===== src/rtl/mem_stage.sv =====
// Memory-access stage: runs one single-beat request/acknowledge bus transaction
// per load/store, steers byte lanes, extends load data and registers the
// writeback result. Non-memory and faulting ops complete in one cycle.
//
// state  | meaning
// IDLE   | accepting ops; non-memory and faulting ops retire next cycle
// WAIT   | bus_req held, waiting for bus_ack or for the timeout count
module mem_stage #(
  parameter int unsigned TIMEOUT_CYCLES = 16
) (
  input  logic        clk,
  input  logic        rst,
  input  logic        valid_in,
  input  logic [31:0] alu_result,
  input  logic [31:0] rs2_data_in,
  input  logic        mem_read,
  input  logic        mem_write,
  input  logic [2:0]  funct3,
  input  logic [4:0]  rd_addr_in,
  input  logic        reg_write_in,
  output logic        stall,
  output logic        bus_req,
  output logic        bus_we,
  output logic [31:0] bus_addr,
  output logic [31:0] bus_wdata,
  output logic [3:0]  bus_be,
  input  logic        bus_ack,
  input  logic [31:0] bus_rdata,
  output logic        wb_valid,
  output logic [31:0] wb_data,
  output logic [4:0]  wb_rd_addr,
  output logic        wb_reg_write,
  output logic        wb_err
);

  typedef enum logic {S_IDLE = 1'b0, S_WAIT = 1'b1} state_t;

  localparam logic [7:0] CNT_LAST = 8'(TIMEOUT_CYCLES - 1);

  state_t      state_q, state_d;
  logic [7:0]  cnt_q, cnt_d;
  logic        bus_req_q, bus_req_d;
  logic        bus_we_q, bus_we_d;
  logic [31:0] bus_addr_q, bus_addr_d;
  logic [31:0] bus_wdata_q, bus_wdata_d;
  logic [3:0]  bus_be_q, bus_be_d;
  logic [1:0]  off_q, off_d;
  logic [2:0]  f3_q, f3_d;
  logic [4:0]  rd_q, rd_d;
  logic        rw_q, rw_d;
  logic        wb_valid_q, wb_valid_d;
  logic [31:0] wb_data_q, wb_data_d;
  logic [4:0]  wb_rd_q, wb_rd_d;
  logic        wb_rw_q, wb_rw_d;
  logic        wb_err_q, wb_err_d;

  logic        is_mem;
  logic        f3_bad;
  logic        misalign;
  logic        op_err;
  logic [3:0]  be_new;
  logic [31:0] wdata_new;
  logic [7:0]  lane_b;
  logic [15:0] lane_h;
  logic [31:0] load_data;

  // Classify the incoming op and build its byte enables and replicated store data
  always_comb begin
    is_mem   = mem_read | mem_write;
    f3_bad   = (funct3 == 3'b011) | (funct3 == 3'b110) | (funct3 == 3'b111) |
               (mem_write & funct3[2]);
    misalign = ((funct3[1:0] == 2'b01) & alu_result[0]) |
               ((funct3[1:0] == 2'b10) & (alu_result[1:0] != 2'b00));
    op_err   = f3_bad | misalign | (mem_read & mem_write);
    be_new    = 4'b1111;
    wdata_new = rs2_data_in;
    case (funct3[1:0])
      2'b00: begin
        be_new    = 4'b0001 << alu_result[1:0];
        wdata_new = {4{rs2_data_in[7:0]}};
      end
      2'b01: begin
        be_new    = alu_result[1] ? 4'b1100 : 4'b0011;
        wdata_new = {2{rs2_data_in[15:0]}};
      end
      default: ;
    endcase
    if (!mem_write) wdata_new = '0;
  end

  // Pick the addressed lane of the returned word and extend it
  always_comb begin
    lane_b = 8'(bus_rdata >> {off_q, 3'b000});
    lane_h = off_q[1] ? bus_rdata[31:16] : bus_rdata[15:0];
    case (f3_q)
      3'b000:  load_data = {{24{lane_b[7]}}, lane_b};
      3'b100:  load_data = {24'd0, lane_b};
      3'b001:  load_data = {{16{lane_h[15]}}, lane_h};
      3'b101:  load_data = {16'd0, lane_h};
      default: load_data = bus_rdata;
    endcase
  end

  // Next-state, bus and writeback decisions
  always_comb begin
    state_d     = state_q;
    cnt_d       = cnt_q;
    bus_req_d   = bus_req_q;
    bus_we_d    = bus_we_q;
    bus_addr_d  = bus_addr_q;
    bus_wdata_d = bus_wdata_q;
    bus_be_d    = bus_be_q;
    off_d       = off_q;
    f3_d        = f3_q;
    rd_d        = rd_q;
    rw_d        = rw_q;
    wb_valid_d  = 1'b0;
    wb_data_d   = wb_data_q;
    wb_rd_d     = wb_rd_q;
    wb_rw_d     = 1'b0;
    wb_err_d    = 1'b0;
    stall       = 1'b0;
    case (state_q)
      S_IDLE: begin
        if (valid_in) begin
          if (!is_mem) begin
            wb_valid_d = 1'b1;
            wb_data_d  = alu_result;
            wb_rd_d    = rd_addr_in;
            wb_rw_d    = reg_write_in;
          end else if (op_err) begin
            wb_valid_d = 1'b1;
            wb_err_d   = 1'b1;
            wb_data_d  = '0;
            wb_rd_d    = rd_addr_in;
          end else begin
            stall       = 1'b1;
            state_d     = S_WAIT;
            cnt_d       = '0;
            bus_req_d   = 1'b1;
            bus_we_d    = mem_write;
            bus_addr_d  = {alu_result[31:2], 2'b00};
            bus_be_d    = be_new;
            bus_wdata_d = wdata_new;
            off_d       = alu_result[1:0];
            f3_d        = funct3;
            rd_d        = rd_addr_in;
            rw_d        = reg_write_in & mem_read;
          end
        end
      end
      S_WAIT: begin
        if (bus_ack) begin
          state_d    = S_IDLE;
          bus_req_d  = 1'b0;
          wb_valid_d = 1'b1;
          wb_data_d  = bus_we_q ? 32'd0 : load_data;
          wb_rd_d    = rd_q;
          wb_rw_d    = rw_q;
        end else if (cnt_q == CNT_LAST) begin
          // Slave never answered: abort and report, no register write
          state_d    = S_IDLE;
          bus_req_d  = 1'b0;
          wb_valid_d = 1'b1;
          wb_err_d   = 1'b1;
          wb_data_d  = '0;
          wb_rd_d    = rd_q;
        end else begin
          stall = 1'b1;
          cnt_d = cnt_q + 8'd1;
        end
      end
      default: state_d = S_IDLE;
    endcase
  end

  // State and output registers
  always_ff @(posedge clk) begin
    if (rst) begin
      state_q     <= S_IDLE;
      cnt_q       <= '0;
      bus_req_q   <= 1'b0;
      bus_we_q    <= 1'b0;
      bus_addr_q  <= '0;
      bus_wdata_q <= '0;
      bus_be_q    <= '0;
      off_q       <= '0;
      f3_q        <= '0;
      rd_q        <= '0;
      rw_q        <= 1'b0;
      wb_valid_q  <= 1'b0;
      wb_data_q   <= '0;
      wb_rd_q     <= '0;
      wb_rw_q     <= 1'b0;
      wb_err_q    <= 1'b0;
    end else begin
      state_q     <= state_d;
      cnt_q       <= cnt_d;
      bus_req_q   <= bus_req_d;
      bus_we_q    <= bus_we_d;
      bus_addr_q  <= bus_addr_d;
      bus_wdata_q <= bus_wdata_d;
      bus_be_q    <= bus_be_d;
      off_q       <= off_d;
      f3_q        <= f3_d;
      rd_q        <= rd_d;
      rw_q        <= rw_d;
      wb_valid_q  <= wb_valid_d;
      wb_data_q   <= wb_data_d;
      wb_rd_q     <= wb_rd_d;
      wb_rw_q     <= wb_rw_d;
      wb_err_q    <= wb_err_d;
    end
  end

  assign bus_req      = bus_req_q;
  assign bus_we       = bus_we_q;
  assign bus_addr     = bus_addr_q;
  assign bus_wdata    = bus_wdata_q;
  assign bus_be       = bus_be_q;
  assign wb_valid     = wb_valid_q;
  assign wb_data      = wb_data_q;
  assign wb_rd_addr   = wb_rd_q;
  assign wb_reg_write = wb_rw_q;
  assign wb_err       = wb_err_q;

endmodule


===== config.mk =====
export PLATFORM = sky130hd
export DESIGN_NAME = mem_stage
export DESIGN_NICKNAME = d
export VERILOG_FILES = /design/src/rtl/mem_stage.sv
export SDC_FILE = /design/constraint.sdc
export NUM_CORES = 1
export LEC_CHECK = 0
export ABC_AREA = 1
export CORE_MARGIN = 3
export CORE_UTILIZATION = 45
export CTS_BUF_LIST = sky130_fd_sc_hd__clkbuf_4 sky130_fd_sc_hd__clkbuf_8
export DETAILED_ROUTE_END_ITERATION = 10
export GPL_TIMING_DRIVEN = 0
export HOLD_SLACK_MARGIN = 0.05
export PLACE_DENSITY = 0.89
export SLEW_MARGIN = 20
export SYNTH_ARGS = -nofsm -noshare
export SYNTH_HDL_FRONTEND = slang
export SYNTH_SLANG_ARGS = --single-unit

===== constraint.sdc =====
create_clock -name clk -period 5.05 [get_ports clk]
set_input_delay 0.505 -clock clk [delete_from_list [all_inputs] [get_ports clk]]
set_output_delay 0.505 -clock clk [all_outputs]
set_load 0.02 [all_outputs]

== Word-level counts from Yosys, hierarchy flattened ==
Cells that the tools add are included.

* Latch bits: 0
* Bits of input ports: 111
* Memories: 0
* Memory bits (writable): 0
* ROM bits: 0
* Flip-flop bits (word level): 128
* Logic and storage cells: 107
* Output and inout port bits: 111

* Div/mod/pow operators: 0
* Add/sub/neg operators: 1
* Multiplexer cells: 51
* Eq/ne operators: 16
* $mul: 0
* Shift-type cells: 2
* Reduce and logical (&&, ||, !) cells: 7
* Magnitude comparators: 0
* Bitwise operators: 14

{| class="wikitable"
|+ Operators by type and width
! kind !! number
|-
| 32-bit two-way mux || 7
|-
| 32-bit case mux with 2 select lines || 2
|-
| 32-bit case mux with 4 select lines || 1
|-
| 8-bit two-way mux || 5
|-
| 32-bit by 5-bit >> shifter with 8-bit output || 1
|-
| 5-bit two-way mux || 5
|-
| 1-bit two-way mux || 21
|-
| 16-bit two-way mux || 1
|-
| 8-bit case mux with 2 select lines || 1
|-
| 3-bit equality test (second input constant) || 4
|-
| 2-bit != test (second input constant) || 5
|-
| 1-bit case mux with 2 select lines || 5
|-
| 5-bit case mux with 2 select lines || 1
|-
| 8-bit by 1-bit adder with 8-bit output (second input constant) || 1
|-
| 8-bit by 4-bit equality test with 1-bit output (second input constant) || 1
|-
| 4-bit case mux with 2 select lines || 1
|-
| 4-bit AND reduction || 2
|-
| 1-bit OR || 7
|-
| 1-bit AND || 5
|-
| 5-bit AND reduction || 1
|-
| 4-bit two-way mux || 1
|-
| 1-bit by 2-bit left shift with 4-bit output (first input constant) || 1
|-
| 3-bit by 1-bit equality test with 1-bit output (second input constant) || 1
|-
| 3-bit by 2-bit equality test with 1-bit output (second input constant) || 1
|-
| other kinds (9) || 10
|}

== Longest topological paths before layout ==
* Depth in word-level cells: 10
* Gate-level depth with buffers: 11
* Mapped depth without buffers: 9

== Worst setup path after synthesis ==
No wires, ideal clock.

* Path type: input -> output
* From: in funct3[1]
* To: out stall
* Path buffers: 2
* Path slack: 3.228 ns
* Cell stages on the path: 7
* Required time: 4.545 ns
* Data arrival time: 1.317 ns
* Cells stage by stage: buf_6 > inv_4 > nand2_1 > nand2_2 > nand3_4 > buf_2 > nand2_2

* Cells in the longest elaborated chain, start to end: 10
* Elaborated cells on any way between the ends: 17
* Classes of those cells: 5 x eq/ne; 4 x mux; 8 x bitwise

{| class="wikitable"
|+ Ends and longest elaborated chain
! what !! RTL line !! RTL
|-
| from (decl) || 18 || <nowiki>input logic [2:0] funct3,</nowiki>
|-
| 3-bit by 2-bit equality test with 1-bit output or 3-bit equality test (tied branches) || 70 || <nowiki>f3_bad = (funct3 == 3'b011) | (funct3 == 3'b110) | (funct3 == 3'b111) |</nowiki>
|-
| 1-bit OR (3 in series) || 70 ||
|-
| 1-bit OR * (2 in series) || 74 || <nowiki>op_err = f3_bad | misalign | (mem_read & mem_write);</nowiki>
|-
| 1-bit two-way mux * || 131 || <nowiki>end else if (op_err) begin</nowiki>
|-
| 1-bit two-way mux * || 126 || <nowiki>if (!is_mem) begin</nowiki>
|-
| 1-bit two-way mux * || 125 || <nowiki>if (valid_in) begin</nowiki>
|-
| 1-bit case mux with 2 select lines * || 123 || <nowiki>case (state_q)</nowiki>
|-
| to (decl) || 21 || <nowiki>output logic stall,</nowiki>
|}

Every way passes the cells marked *; elsewhere a longest branch is shown, timed or not.

== Final worst setup path ==
* From: in funct3[0]
* To: out stall

The elaborated chain is that of the path after synthesis.

==> flow_metrics.env <==
export IMPL_status="complete, no violations"
export IMPL_cts_max_level=4
export IMPL_wl_per_cell_um=16.1
export IMPL_syn_area_um2=6630
export IMPL_synthFlopType="dfxtp_1"
export IMPL_worst_slew_pin_slew_ns=0.652
export IMPL_cts_tree="built"
export IMPL_vias=7751
export IMPL_synth_edf_count=0
export IMPL_place_congestion=1.01
export IMPL_timing_final_crit_period_ns=3.26
export IMPL_core_area_um2=14100
export IMPL_path_clk_slew_ns=0.07
export IMPL_initial_core_util_pct=46.8
export IMPL_tns_ns=0
export IMPL_grt_pass1_vias=7234
export IMPL_drt_iter0_drc=727
export IMPL_vias_per_cell=5.31
export IMPL_p_leak_nw=4.00
export IMPL_yosysUniqueCellTypes=34
export IMPL_syn2layout_area_growth_pct=42.9
export IMPL_clock_tree_buffer_depth=2
export IMPL_wl_mm=23.4
export IMPL_arrival_ns=2.76
export IMPL_rsz0062_at_grt="false"
export IMPL_root_buffer="clkbuf_8"
export IMPL_drc=0
export IMPL_grt_overflow_total=0
export IMPL_postLayoutCellArea_um2=9480
export IMPL_hold_violations=0
export IMPL_drive_gt1_share_pct=6.56
export IMPL_maxSlewHeadroom_pct=56.5
export IMPL_regArea_um2=2560
export IMPL_final_nets=1380
export IMPL_ys_seq_area_share_pct=38.7
export IMPL_antenna_cells=0
export IMPL_drv_slew=0
export IMPL_total_power_mw=2.66
export IMPL_synthArstFlopShare_pct=0
export IMPL_hpwl_mm=17.8
export IMPL_antenna_found_initial=0
export IMPL_io_buffers=217
export IMPL_crit_path_cell_trace="clkdlybuf4s50_1, nor2_1, nand2_1, nand2_2, nand3_4, buf_2, nand2_2, clkdlybuf4s50_1"
export IMPL_grt_usage_pct=28.2
export IMPL_yosysTopAreaCell="dfxtp_1"
export IMPL_grt_start_max_net_pins=17
export IMPL_worst_ep_required_time_ns=4.55
export IMPL_netlist_instances=1031
export IMPL_max_clock_freq_mhz=306
export IMPL_cp_end_kind="output pin"
export IMPL_max_stage_delay_ns=0.65
export IMPL_antenna_left=0
export IMPL_synth_top_area_share_pct=38.7
export IMPL_post_cts_buffers=0
export IMPL_multiInputGateArea_um2=3300
export IMPL_finalCritPeriodShare_pct=64.6
export IMPL_clock_sinks=128
export IMPL_crit_path_max_fanout=10
export IMPL_die_area_um2=16200
export IMPL_hold_buffers=0
export IMPL_final_common_cell="nand2_1"
export IMPL_max_cap_viol_count=0
export IMPL_die_w_um=127
export IMPL_rows=43
export IMPL_hp_class="input port to flip-flop"
export IMPL_dpl_cell_area_um2=9030
export IMPL_ir_drop_mv=0.241
export IMPL_clk_latency_ns=0.44
export IMPL_final_cell_mix="nand2_1, clkdlybuf4s50_1, a21oi_1"
export IMPL_clock_skew_ns=0.00762
export IMPL_numCtsBuffers=17
export IMPL_synth_area_leaders="dfxtp_1, nand2_1, a21oi_1"
export IMPL_postLayoutCoreUtil_pct=67.0
export IMPL_critPathSlowestCell="clkdlybuf4s50_1"
export IMPL_synth_seq_cells=128
export IMPL_die_h_um=127
export IMPL_ios=222
export IMPL_nFillCells=1236
export IMPL_dr_pass1_iters=7
export IMPL_path_class="input port to output pin"
export IMPL_holdWs_ns=0.450
export IMPL_synth_avg_cell_area_um2=6.43
export IMPL_cts_resized=0
export IMPL_setup_violations=0
export IMPL_yosys_warnings=0
export IMPL_grt_pass1_wl_mm=36.4
export IMPL_p_per_area_nw_per_um2=281
export IMPL_start_kind="input port"
[synthesized netlist by cell type, types with 3 or more instances]
library cell,n
nor3_1,5
inv_4,3
o22ai_1,3
buf_4,12
nand2_1,258
nand3b_1,5
o21ai_0,61
clkbuf_1,34
o21bai_1,4
a21oi_1,162
dfxtp_1,128
nor2_1,122
inv_1,101
or2_2,3
nand3_1,67
buf_6,5
o21ai_1,3
nand2_2,6
nand4_1,5
buf_2,16
o211ai_1,11
[sequential cells by signal, indices dropped and copies added (netlist names)]
register,cells
cnt_q,8
bus_be,4
rw_q,1
off_q,2
state_q,1
bus_req,1
bus_addr,30
bus_we,1
wb_err,1
bus_wdata,32
wb_rd_addr,5
f3_q,3
rd_q,5
wb_reg_write,1
wb_valid,1
wb_data,32
[cell families (layout without fill, tap and decap cells)]
group           count (synthesis)  after routing  synth area share [%]
other cells                     1              2                0.0566
buf+inv                       175            423                  11.6
fa+ha+maj                       1              1                 0.189
compound gates                247            247                  19.4
simple gates                  476            476                  29.7
flops                         128            128                  38.7
xor+xnor                        3              3                 0.396
[power by group]
| part | total, mW | leakage, nW | switching (mW) | internal (mW) |
|---|---|---|---|---|
| logic | 0.565 | 2.73 | 0.315 | 0.250 |
| clock network | 1.01 | 0.225 | 0.412 | 0.599 |
| registers | 1.09 | 1.04 | 0.0267 | 1.06 |
[metrics by stage]
stage,std cells,worst slack (ns)
3_5_place_dp,1429,1.81
5_1_grt,1460,1.73
6_report,1460,1.79
3_3_place_gp,1429,1.82
4_1_cts,1460,1.80
2_1_floorplan,1032,3.23
[per-layer routing]
metal | vias up | share of wire, % | track usage (%)
li1 | 3781 | - | -
met2 | 407 | 46 | 45.7
met1 | 3505 | 40 | 34.6
met3 | 58 | 11 | 9.66
met5 | - | 0 | 0
met4 | 0 | 3.0 | 10.9
[final timing paths]
path,from,end,slack (ns),cells past startpoint
max,funct3[0],stall,1.79,8
min,funct3[1],bus_wdata[18],0.45,4
max reg2reg,cnt_q[0],wb_data[25],3.06,8
min reg2reg,rd_q[2],rd_q[2],0.46,2
[cell type report]
type / count / share of cell area [%]
plain buffers: 69 / 3.83
multi-input cells: 729 / 34.8
repair buffers: 217 / 22.9
clock inverters: 12 / 2.01
flip-flops and latches: 128 / 27.0
clock buffers: 19 / 2.69
well taps: 180 / 2.38
inverters: 106 / 4.28
[critical path: cells and delay by family]
kind / cells / cell delay, ns
simple gates: 5 / 0.75
buf+inv: 3 / 1.49
No activity file was read; power rests on OpenSTA's default activity.
